[config.mk]
export PLATFORM = sky130hd
export DESIGN_NAME = subtrator_serial_4bits
export DESIGN_NICKNAME = d
export VERILOG_FILES = /design/src/rtl/subtrator_pkg.sv /design/src/rtl/subtrator_serial_4bits_bit.sv /design/src/rtl/subtrator_serial_4bits.sv
export SDC_FILE = /design/constraint.sdc
export NUM_CORES = 1
export LEC_CHECK = 0
export CAP_MARGIN = 20
export CELL_PAD_IN_SITES_DETAIL_PLACEMENT = 1
export CELL_PAD_IN_SITES_GLOBAL_PLACEMENT = 2
export CORE_MARGIN = 5
export CORE_UTILIZATION = 27
export DETAILED_ROUTE_END_ITERATION = 10
export PLACE_DENSITY = 0.77
export SETUP_SLACK_MARGIN = 0.05
export SLEW_MARGIN = 20
export SYNTH_ARGS = -nofsm -noshare
export SYNTH_HDL_FRONTEND = slang
export SYNTH_SLANG_ARGS = --single-unit
[constraint.sdc]
create_clock -name clk_100M -period 1.1 [get_ports clk_100M]
set_input_delay 0.22 -clock clk_100M [delete_from_list [all_inputs] [get_ports clk_100M]]
set_output_delay 0.22 -clock clk_100M [all_outputs]
set_load 0.01 [all_outputs]
[src/rtl/subtrator_pkg.sv]
// subtrator_pkg
//   Shared definitions for the bit-serial subtractor.
//   - state_t   : FSM state encoding (IDLE, SHIFT, DONE)
//   - SUB_WIDTH : default operand/result width
package subtrator_pkg;

  typedef enum logic [1:0] {
    IDLE  = 2'd0,
    SHIFT = 2'd1,
    DONE  = 2'd2
  } state_t;

  localparam int SUB_WIDTH = 4;

endpackage

[src/rtl/subtrator_serial_4bits_bit.sv]
// subtrator_bit
//   Combinational full-subtractor cell computing one bit of a - b - bin.
//   Ports:
//     a    : minuend bit
//     b    : subtrahend bit
//     bin  : borrow in from the less significant bit
//     d    : difference bit
//     bout : borrow out to the more significant bit
module subtrator_bit (
  input  logic a,
  input  logic b,
  input  logic bin,
  output logic d,
  output logic bout
);

  assign d    = a ^ b ^ bin;
  // Borrow when b exceeds a outright, or when the bits match and a borrow
  // is already pending.
  assign bout = (~a & b) | (~(a ^ b) & bin);

endmodule

[src/rtl/subtrator_serial_4bits.sv]
// subtrator_serial_4bits
//   Bit-serial subtractor: c = a - b (mod 2^WIDTH), one bit per clock,
//   LSB first, with a start/busy/done handshake.
//
//   Handshake: start is sampled only while IDLE; an accepted start latches
//   a and b. busy is high for the WIDTH cycles of SHIFT. done is a one-cycle
//   pulse that marks c/borrow_out/overflow valid; busy and done are never
//   high together. start is ignored while busy or done (not queued).
//   c, borrow_out and overflow hold their value until the next result or rst.
//
//   Optional feature macro: SUB_OVERFLOW_EN
//     defined   -> overflow is the registered signed-overflow flag
//     undefined -> overflow is tied to 0 (port kept)
//
//   Ports:
//     clk_100M   : clock, rising edge
//     rst        : synchronous active-high reset
//     start      : operation request
//     a, b       : minuend / subtrahend (WIDTH bits)
//     c          : difference (WIDTH bits)
//     borrow_out : 1 iff unsigned a < b
//     busy       : high while shifting
//     done       : one-cycle result-valid pulse
//     overflow   : signed overflow flag
//     fsm_state  : current FSM state, for observation
module subtrator_serial_4bits
  import subtrator_pkg::*;
#(
  parameter int WIDTH = SUB_WIDTH
) (
  input  logic             clk_100M,
  input  logic             rst,
  input  logic             start,
  input  logic [WIDTH-1:0] a,
  input  logic [WIDTH-1:0] b,
  output logic [WIDTH-1:0] c,
  output logic             borrow_out,
  output logic             busy,
  output logic             done,
  output logic             overflow,
  output state_t           fsm_state
);

  localparam int CW = (WIDTH > 1) ? $clog2(WIDTH) : 1;

  state_t           state;
  logic [WIDTH-1:0] a_sr;
  logic [WIDTH-1:0] b_sr;
  logic [WIDTH-1:0] res_sr;
  logic             br;
  logic [CW-1:0]    cnt;

  logic             d;
  logic             br_next;
  logic [WIDTH-1:0] res_next;
  logic             last_bit;

  // One cell serves every bit position; the shift registers present the
  // current bit at their LSB.
  subtrator_bit u_bit (
    .a    (a_sr[0]),
    .b    (b_sr[0]),
    .bin  (br),
    .d    (d),
    .bout (br_next)
  );

  // New difference bit enters at the MSB so that after WIDTH shifts bit 0
  // has arrived at position 0.
  assign res_next = (res_sr >> 1) | (WIDTH'(d) << (WIDTH - 1));
  assign last_bit = (cnt == CW'(WIDTH - 1));
  assign fsm_state = state;

`ifdef SUB_OVERFLOW_EN
  // Operand MSBs are shifted out during SHIFT, so keep copies for the
  // overflow decision at the end.
  logic a_msb;
  logic b_msb;
`endif

  always_ff @(posedge clk_100M) begin
    if (rst) begin
      state      <= IDLE;
      a_sr       <= '0;
      b_sr       <= '0;
      res_sr     <= '0;
      br         <= 1'b0;
      cnt        <= '0;
      c          <= '0;
      borrow_out <= 1'b0;
      busy       <= 1'b0;
      done       <= 1'b0;
`ifdef SUB_OVERFLOW_EN
      a_msb      <= 1'b0;
      b_msb      <= 1'b0;
      overflow   <= 1'b0;
`endif
    end else begin
      case (state)
        IDLE: begin
          if (start) begin
            a_sr   <= a;
            b_sr   <= b;
            res_sr <= '0;
            br     <= 1'b0;
            cnt    <= '0;
            busy   <= 1'b1;
            state  <= SHIFT;
`ifdef SUB_OVERFLOW_EN
            a_msb  <= a[WIDTH-1];
            b_msb  <= b[WIDTH-1];
`endif
          end
        end
        SHIFT: begin
          a_sr   <= a_sr >> 1;
          b_sr   <= b_sr >> 1;
          res_sr <= res_next;
          br     <= br_next;
          cnt    <= cnt + CW'(1);
          if (last_bit) begin
            c          <= res_next;
            borrow_out <= br_next;
            busy       <= 1'b0;
            done       <= 1'b1;
            state      <= DONE;
`ifdef SUB_OVERFLOW_EN
            // Signed overflow: operands differ in sign and the result sign
            // disagrees with the minuend.
            overflow   <= (a_msb != b_msb) && (res_next[WIDTH-1] != a_msb);
`endif
          end
        end
        DONE: begin
          done  <= 1'b0;
          state <= IDLE;
        end
        default: begin
          busy  <= 1'b0;
          done  <= 1'b0;
          state <= IDLE;
        end
      endcase
    end
  end

`ifndef SUB_OVERFLOW_EN
  assign overflow = 1'b0;
`endif

endmodule

==> impl_metrics.yaml, run 1 <==
logic_synthesis:
  synth_cell_types: 29
  yosysWarnings: 0
  synth-edff-count: 0
  synth_seq_cells: 23
  syn_inst: 102
  synth_area_leaders: "dfxtp_1, a21oi_1, mux2i_1, o221a_1, a22oi_1"
  ys_seq_area_share_pct: 46.06
  synth_fp_nets: 115
  synth_top_area_share_pct: 46.06
  synthArstFlopShare_pct: 0
  yosys_most_used_dff: "dfxtp_1"
  synthTopCellsByCount: "dfxtp_1, a21oi_1, nor2_1"
  synth_area_sq_um: 999.7
  yosysMostFrequentCell: "dfxtp_1"
  yosysTopAreaCell: "dfxtp_1"
  avgSynthCellArea_sq_um: 9.801
floorplan:
  dieWidth_microns: 70.85
  initial_core_util_pct: 27.51
  core_sq_um: 3633
  die_y_microns: 70.85
  die_area_sq_um: 5020
  rows: 22
  pin_count: 21
clock_tree:
  htreeDepth: 1
  cts-root-buf: "clkbuf_8"
  cts_tree: "yes"
  clk_pin_slew_ps: 80
  clock_latency_ps: 260
  numCtsBuffers: 3
  cts_sinks: 23
  clk_path_buf_depth: 2
power_and_ir_drop:
  combPwrFrac_pct: 17.0
  ir_worst_vdd_mv: 0.3850
  p_int_w: 0.001294
  leakagePower_nw: 0.5960
  p_sw_w: 0.0004255
  p_clk_share_pct: 30.5
  p_per_area_nw_per_um2: 1187
  power_switching_share_pct: 24.74
  seq_power_share_pct: 52.5
placement:
  io_buffers: 19
  place_ws_ps: -344.8
  gp_congestion: 0.7041
  dp_hpwl_microns: 1904
routing:
  route.met3.wl_microns: 59
  wirelength_microns: 2496
  ant_nets: 0
  drt_iter0_drc: 19
  via_count: 833
  routedWlPerCell_microns: 13.64
  dr.pass1.iters: 4
  wl_met1_microns: 1067
  topRoutingLayerUsed: "met4"
  drc: 0
  vias_per_cell: 4.552
  route.met2.wl_microns: 1359
hold_path:
  whs_path_depth: 2
  min_path_type: "reg -> reg"
worst_setup_path:
  worstPathMaxFanout: 2
  critPathArrivalTime_ps: 1390
  cp_slowest_cell: "fa_2"
  critical_path_class: "reg -> reg"
  slowest_delay_ps: 570
  cp.required_ps: 1300
  r2r_slack_ps: -90
  reg2reg_depth: 4
  end_kind: "flop"
  worstPathCellList: "inv_2 -> fa_2 -> nand3_2 -> a21oi_2"
  start_kind: "flop"
global_routing:
  grt_pass1_vias: 920
  grt_antenna_before_repair: 0
  grt_max_degree: 15
  globalRouteTotalUtil_pct: 10.35
  grt_first_pass_wirelength_microns: 4222
  grt.overflow.total: 0
final_layout:
  fill_cells: 428
  syn2layout_area_growth_pct: 44.93
  antenna_cells: 0
  final_util_pct: 39.88
  layout-drive-gt1-share_pct: 44.44
  fin_nets: 149
sta:
  setup_slack_ps: -89.98
  rsz0062_at_grt: "yes"
  period_needed_ps: 1190
  skew_ps: 2.410
  report.final.setup_viol: 8
  drv_slew: 0
  finalHoldViolCount: 0
  finalCritPeriodShare_pct: 108.2
  max_freq_mhz: 840.4
run_status:
  violations: "negative setup slack"
  status: "complete, but fails checks"
flow_run:
  max-cap-violations: 0
-- layer usage --
| metal | global-route usage [%] | up-vias |
|---|---|---|
| li1 | - | 413 |
| met1 | 11.93 | 409 |
| met2 | 19.26 | 9 |
| met3 | 2.273 | 2 |
| met4 | 2.505 | 0 |
| met5 | 0 | - |
-- path summary, 6_finish.rpt --
| check | end | from |
|---|---|---|
| worst max register to register | c[3] | b_sr[0] |
| worst min register to register | c[1] | c[1] |
| worst min-delay path | c[1] | c[1] |
| worst max-delay path | c[3] | b_sr[0] |
-- final cells by class --
type,count,area [sq um],area share [%]
inverter,8,30.03,2.073
multi-input combinational,64,516.7,35.66
tap,48,60.06,4.145
timing repair buffer,36,322.8,22.28
clock buffer,4,45.04,3.109
sequential,23,474.2,32.73
-- power groups by stage --
stage / sequential, W / combinational, W / clock, W
2_1_floorplan: 0.000915 / 0.000152 / 0
3_3_place_gp: 0.000917 / 0.000266 / 0
3_5_place_dp: 0.000919 / 0.000278 / 0
4_1_cts: 0.000901 / 0.000291 / 0.000540
5_1_grt: 0.000909 / 0.000320 / 0.000573
6_report: 0.000903 / 0.000292 / 0.000524
-- what timing repair did --
item / in CTS / in global routing
pin swaps: 9 / 3
endpoints found under the setup margin: 30 / 29
resized for setup: 38 / 16
setup buffers: 3 / 1
hold buffers: 0 / 0
-- logic make-up after synthesis --
group / Yosys count / share of synthesized area, %
AO/OA/AOI/OAI: 28 / 21.28
AND/OR/NAND/NOR: 28 / 15.77
flip-flops: 23 / 46.06
buffers and inverters: 15 / 8.259
multiplexers: 5 / 5.006
adder cells (fa/ha/maj): 2 / 3.254
other: 1 / 0.3751
-- layout by cell type, fill, tap and decap left out, types with 5 or more instances in the layout --
cell,instances
a21oi_1,11
buf_2,7
buf_4,13
clkdlybuf4s50_1,9
dfxtp_1,12
dfxtp_2,11
mux2i_1,5
nor2_1,9
-- registers in the layout, indices dropped and copies added, names as in the netlist, 2 cells and up --
signal,cells
a_sr,4
b_sr,4
c,4
cnt,2
fsm_state,2
res_sr,3
-- metrics by stage --
step                hold slack (ps)  total power, W  TNS, ps  instances  area (sq um)
floorplan                     379.7        0.001067   -115.2        102          1015
global placement              443.5        0.001183    -4317        175          1344
detailed placement            451.9        0.001197    -5164        175          1344
CTS                           466.7        0.001732   -488.2        182          1436
global route                  485.0        0.001802   -848.4        183          1449
finish                        461.1        0.001720   -417.0        183          1449
-- critical path, delay by kind of cell, from the launching register on --
| kind | cells | cell delay (ps) |
|---|---|---|
| adders and majority gates | 1 | 570 |
| DFF | 1 | 340 |
| AOI/OAI and AO/OA | 1 | 110 |
| and+or+nand+nor | 1 | 70 |
| buffers and inverters | 1 | 40 |
(Power assumes the default switching activity.)
==> run 2: changes to the inputs <==
Settings changed: CORE_UTILIZATION 27 to 30, PLACE_DENSITY 0.77 to 0.8.
Clock period 1.1 ns to 1.4 ns, I/O delays scaled along.
==> run 2 against run 1 <==
Against the previous run: the run now ends clean; hold slack better by 2.3 ps; register-to-register slack better by 240 ps; setup slack better by 220 ps; final cell count down 6.6%; clock skew up 0.89 ps; critical path depth down 3; design area down 12%; critical endpoint is now fsm_state[0]; largest cell class is now flip-flops and latches.
==> impl_metrics.yaml, run 2 (same netlist as run 1, synthesis figures left out) <==
sta:
  finalHoldViolCount: 0
  report.final.setup_viol: 0
  rsz0062_at_grt: "no"
  setup_slack_ps: 129.9
  finalCritPeriodShare_pct: 90.72
  skew_ps: 3.302
  drv_slew: 0
  max_freq_mhz: 787.3
  period_needed_ps: 1270
clock_tree:
  post-cts-setup-buffer-count: 0
  clk_path_buf_depth: 2
  clock_latency_ps: 330
  postCtsHoldBufs: 0
  htreeDepth: 1
  cts-root-buf: "clkbuf_4"
  numCtsBuffers: 3
  cts_resized: 11
  cts_tree: "yes"
  clk_pin_slew_ps: 130
  cts_sinks: 23
worst_setup_path:
  path_delay_family: "flip-flops"
  r2r-end: "c[3]"
  critical_path_class: "reg -> out"
  worstPathMaxFanout: 5
  critPathArrivalTime_ps: 990
  end_kind: "output pin"
  cp_num_buf_inv: 1
  cp_slowest_cell: "dfxtp_4"
  slowest_delay_ps: 380
  r2r_slack_ps: 150
  timing.rr.start: "b_sr[0]"
  reg2reg_depth: 4
  worstPathCellList: "dlygate4sd2_1"
  start_kind: "flop"
  path_depth: 1
  cp.required_ps: 1120
global_routing:
  grt_pass1_vias: 825
  globalRouteTotalUtil_pct: 11.11
  grt_antenna_before_repair: 0
  grt.overflow.total: 0
  grt_first_pass_wirelength_microns: 3732
  grt_max_degree: 15
placement:
  io_buffers: 19
  place_ws_ps: -100.4
  place_inst: 167
  gp_congestion: 0.7214
  dp_hpwl_microns: 1710
  place_area_sq_um: 1247
routing:
  drc: 0
  vias_per_cell: 4.667
  drt_iter0_drc: 22
  dr.pass1.iters: 3
  routedWlPerCell_microns: 12.99
  via_count: 798
  wirelength_microns: 2222
  ant_nets: 0
power_and_ir_drop:
  p_per_area_nw_per_um2: 954.5
  leakagePower_nw: 0.5193
  ir_worst_vdd_mv: 0.2323
final_layout:
  antenna_cells: 0
  layout-drive-gt1-share_pct: 18.40
  stdcell_count: 171
  syn2layout_area_growth_pct: 27.28
  stdcell_area_sq_um: 1272
  final_common_cell: "dfxtp_1"
  fin_nets: 139
  largestRegisters: "a_sr (4), b_sr (4), c (4)"
  multiInputGateArea_sq_um: 461.7
  layout_common_cells: "dfxtp_1, a21oi_1, clkdlybuf4s50_1"
  fill_cells: 386
  seqCellArea_sq_um: 464.2
floorplan:
  die_y_microns: 67.73
  die_area_sq_um: 4587
  core_sq_um: 3284
  dieWidth_microns: 67.73
  initial_core_util_pct: 30.44
  pin_count: 21
  rows: 21
run_status:
  status: "complete, no violations"
hold_path:
  whs_path_depth: 2
  hold_path_end: "c[0]"
  min_path_type: "reg -> reg"
  min_from: "c[0]"
flow_run:
  max-cap-violations: 0
==> run 2: changes by cell type in the layout (fill, tap and decap cells not counted), sizes merged <==
cell,delta
buf,-17
clkbuf,-1
clkdlybuf4s15,-1
clkdlybuf4s50,+1
clkinv,+1
dlygate4sd2,+7
==> run 2: stage by stage <==
stage	setup TNS [ps]	hold WS (ps)	utilization, %	total power [W]
final	0	463.4	38.74	0.001215
after global routing	0	484.1	38.74	0.001277
after CTS	0	467.7	38.59	0.001220
after detailed placement	-698.4	452.2	37.98	0.0009030
after global placement	-294.6	443.3	37.98	0.0008948
after floorplan	0	439.8	-	0.0008329
==> run 2: layer usage <==
| layer | share of wire [%] | routed length, microns | up-vias | global-route usage [%] |
|---|---|---|---|---|
| met5 | 0 | 0 | - | 0 |
| met3 | 3.1 | 69 | 5 | 1.498 |
| met4 | 2.7 | 61 | 0 | 6.835 |
| met1 | 41 | 919 | 384 | 12.53 |
| met2 | 53 | 1171 | 13 | 19.56 |
| li1 | - | - | 396 | - |
==> run 2: power breakdown <==
| part | leakage (nW) | switching [W] | internal (W) |
|---|---|---|---|
| clock | 0.0177 | 0.000220 | 0.000107 |
| sequential | 0.189 | 0.0000203 | 0.000684 |
| combinational | 0.313 | 0.0000878 | 0.0000947 |
==> run 2: cell type report <==
cell class              instances  share of cell area, %
inverters                       8                  2.360
clock buffers                   3                  1.770
flip-flops and latches         23                  36.48
multi-input cells              64                  36.28
repair buffers                 26                  18.19
clock inverters                 1                 0.3933
well taps                      46                  4.523
==> run 2: worst max-delay path by stage <==
stage / end / slack [ps] / from
floorplan: res_sr[3] / 230 / b_sr[0]
global placement: b_sr[0] / -50 / start
detailed placement: a_sr[1] / -100 / start
CTS: fsm_state[0] / 120 / fsm_state[0]
global route: c[3] / 60 / b_sr[0]
finish: fsm_state[0] / 130 / fsm_state[0]
==> run 2: worst register-to-register path, stage by stage, from the launching register on <==
cell     delay, ps
dfxtp_1        350
inv_1           60
fa_1           580
nand3_1         90
a21oi_1        120
==> run 3: changes to the inputs <==
Settings changed: CORE_MARGIN 5 to 4.
==> run 3 against run 2 <==
Against the previous run: final cell count is 1.2% lower; via count is 0.75% lower; total power is 1.9% lower; die area is 5.8% lower; sequential share of layout area is 0.32 points higher; largest cell class unchanged; largest power group unchanged.
==> impl_metrics.yaml, run 3 (same netlist as run 1, synthesis figures left out) <==
run_status:
  status: "complete, no violations"
clock_tree:
  cts_tree: "yes"
  cts-root-buf: "clkbuf_4"
  clk_pin_slew_ps: 130
  post-cts-setup-buffer-count: 0
  cts_sinks: 23
  htreeDepth: 1
  clock_latency_ps: 310
  numCtsBuffers: 3
  postCtsHoldBufs: 0
  clk_path_buf_depth: 2
routing:
  drt_iter0_drc: 49
  ant_nets: 0
  drc: 0
  vias_per_cell: 4.686
  dr.pass1.iters: 4
  wirelength_microns: 2166
  routedWlPerCell_microns: 12.82
  via_count: 792
placement:
  place_ws_ps: -79.77
  dp_hpwl_microns: 1634
  place_area_sq_um: 1245
  place_inst: 165
  io_buffers: 19
  gp_congestion: 0.7406
floorplan:
  die_area_sq_um: 4320
  dieWidth_microns: 65.73
  core_sq_um: 3128
  initial_core_util_pct: 31.96
  rows: 20
  pin_count: 21
  die_y_microns: 65.73
final_layout:
  stdcell_count: 169
  final_common_cell: "dfxtp_1"
  fin_nets: 139
  final_util_pct: 40.44
  syn2layout_area_growth_pct: 26.53
  antenna_cells: 0
  layout_common_cells: "dfxtp_1, a21oi_1, clkdlybuf4s50_1"
  largestRegisters: "a_sr (4), b_sr (4), c (4)"
  layout-drive-gt1-share_pct: 17.60
  stdcell_area_sq_um: 1265
flow_run:
  max-cap-violations: 0
sta:
  finalHoldViolCount: 0
  max_freq_mhz: 792.3
  rsz0062_at_grt: "no"
  setup_slack_ps: 137.8
  period_needed_ps: 1262
  drv_slew: 0
  report.final.setup_viol: 0
  finalCritPeriodShare_pct: 90.15
  skew_ps: 6.671
worst_setup_path:
  critical_path_class: "reg -> reg"
  end_kind: "flop"
  cp.required_ps: 1610
  critPathArrivalTime_ps: 1470
  path_delay_family: "adder cells"
  cp_slowest_cell: "fa_1"
  worstPathCellList: "inv_1 -> fa_1 -> a22oi_1 -> nor2_1"
  start_kind: "flop"
  cp_num_buf_inv: 1
  slowest_delay_ps: 500
  worstPathMaxFanout: 2
power_and_ir_drop:
  ir_worst_vdd_mv: 0.2605
  p_per_area_nw_per_um2: 941.7
  seq_power_share_pct: 59.3
  p_int_w: 0.0008883
  leakagePower_nw: 0.5164
  p_clk_share_pct: 26.0
  power_switching_share_pct: 25.43
  p_sw_w: 0.0003029
  combPwrFrac_pct: 14.8
global_routing:
  grt_pass1_vias: 841
  grt_antenna_before_repair: 0
  grt.overflow.total: 0
  busiest_layer: "met2"
  globalRouteTotalUtil_pct: 11.55
  use_met2_pct: 19.02
  met1_usage_pct: 14.15
  grt_max_degree: 15
  grt_first_pass_wirelength_microns: 3822
  use_met3_pct: 1.538
hold_path:
  min_path_type: "reg -> reg"
[run 3: cell types whose count changed in the layout (fill, tap and decap cells not counted)]
cell      before  now
a22oi_1        4    5
a22oi_2        1    0
clkbuf_1       0    1
clkinv_2       1    0
dfxtp_1       22   21
dfxtp_2        0    1
[run 3: cell type report]
cell class	instances	area [sq um]
inverter	8	30.03
sequential	23	465.4
tap	44	55.05
multi-input combinational	64	456.7
clock buffer	4	26.28
fill	370	1863
timing repair buffer	26	231.5
[run 3: power groups by stage]
stage	clock network, W	logic (W)	registers [W]
after CTS	0.000326	0.000178	0.000706
after global routing	0.000360	0.000196	0.000711
after global placement	0	0.000176	0.000720
final	0.000310	0.000176	0.000706
after floorplan	0	0.000116	0.000717
after detailed placement	0	0.000181	0.000720
[run 3: path summary, 6_finish.rpt]
| path | to | cells after the start | slack (ps) | startpoint |
|---|---|---|---|---|
| worst max-delay path | res_sr[3] | 4 | 140 | b_sr[0] |
| worst min-delay path | c[0] | 2 | 460 | c[0] |
| worst max register to register | res_sr[3] | 4 | 140 | b_sr[0] |
| worst min register to register | c[0] | 2 | 460 | c[0] |
[run 3: stage by stage]
step	hold slack, ps	total power (W)	setup TNS (ps)
after floorplan	439.8	0.0008329	0
after global placement	444.0	0.0008953	-228.6
after detailed placement	449.2	0.0009012	-573.5
after CTS	464.7	0.001210	0
after global routing	503.7	0.001267	0
final	462.0	0.001191	0
[run 3: what timing repair did]
| item | 4_1_cts | 5_1_grt |
|---|---|---|
| endpoints found under the setup margin | 9 | 0 |
| resized for setup | 12 | 0 |
| hold endpoints to repair | 0 | 0 |
[run 3: worst register-to-register path: stages, from the launching register on]
cell and delay (ps):
dfxtp_1 370, inv_1 60, fa_1 500, a22oi_1 180, nor2_1 50
[run 3: routing by layer]
metal / routed length [microns] / share of wire, % / vias up
met1: 1052 / 49 / 381
met3: 62 / 2.9 / 2
met4: 36 / 1.7 / 0
met2: 1015 / 47 / 12
li1: - / - / 397
met5: 0 / 0 / -
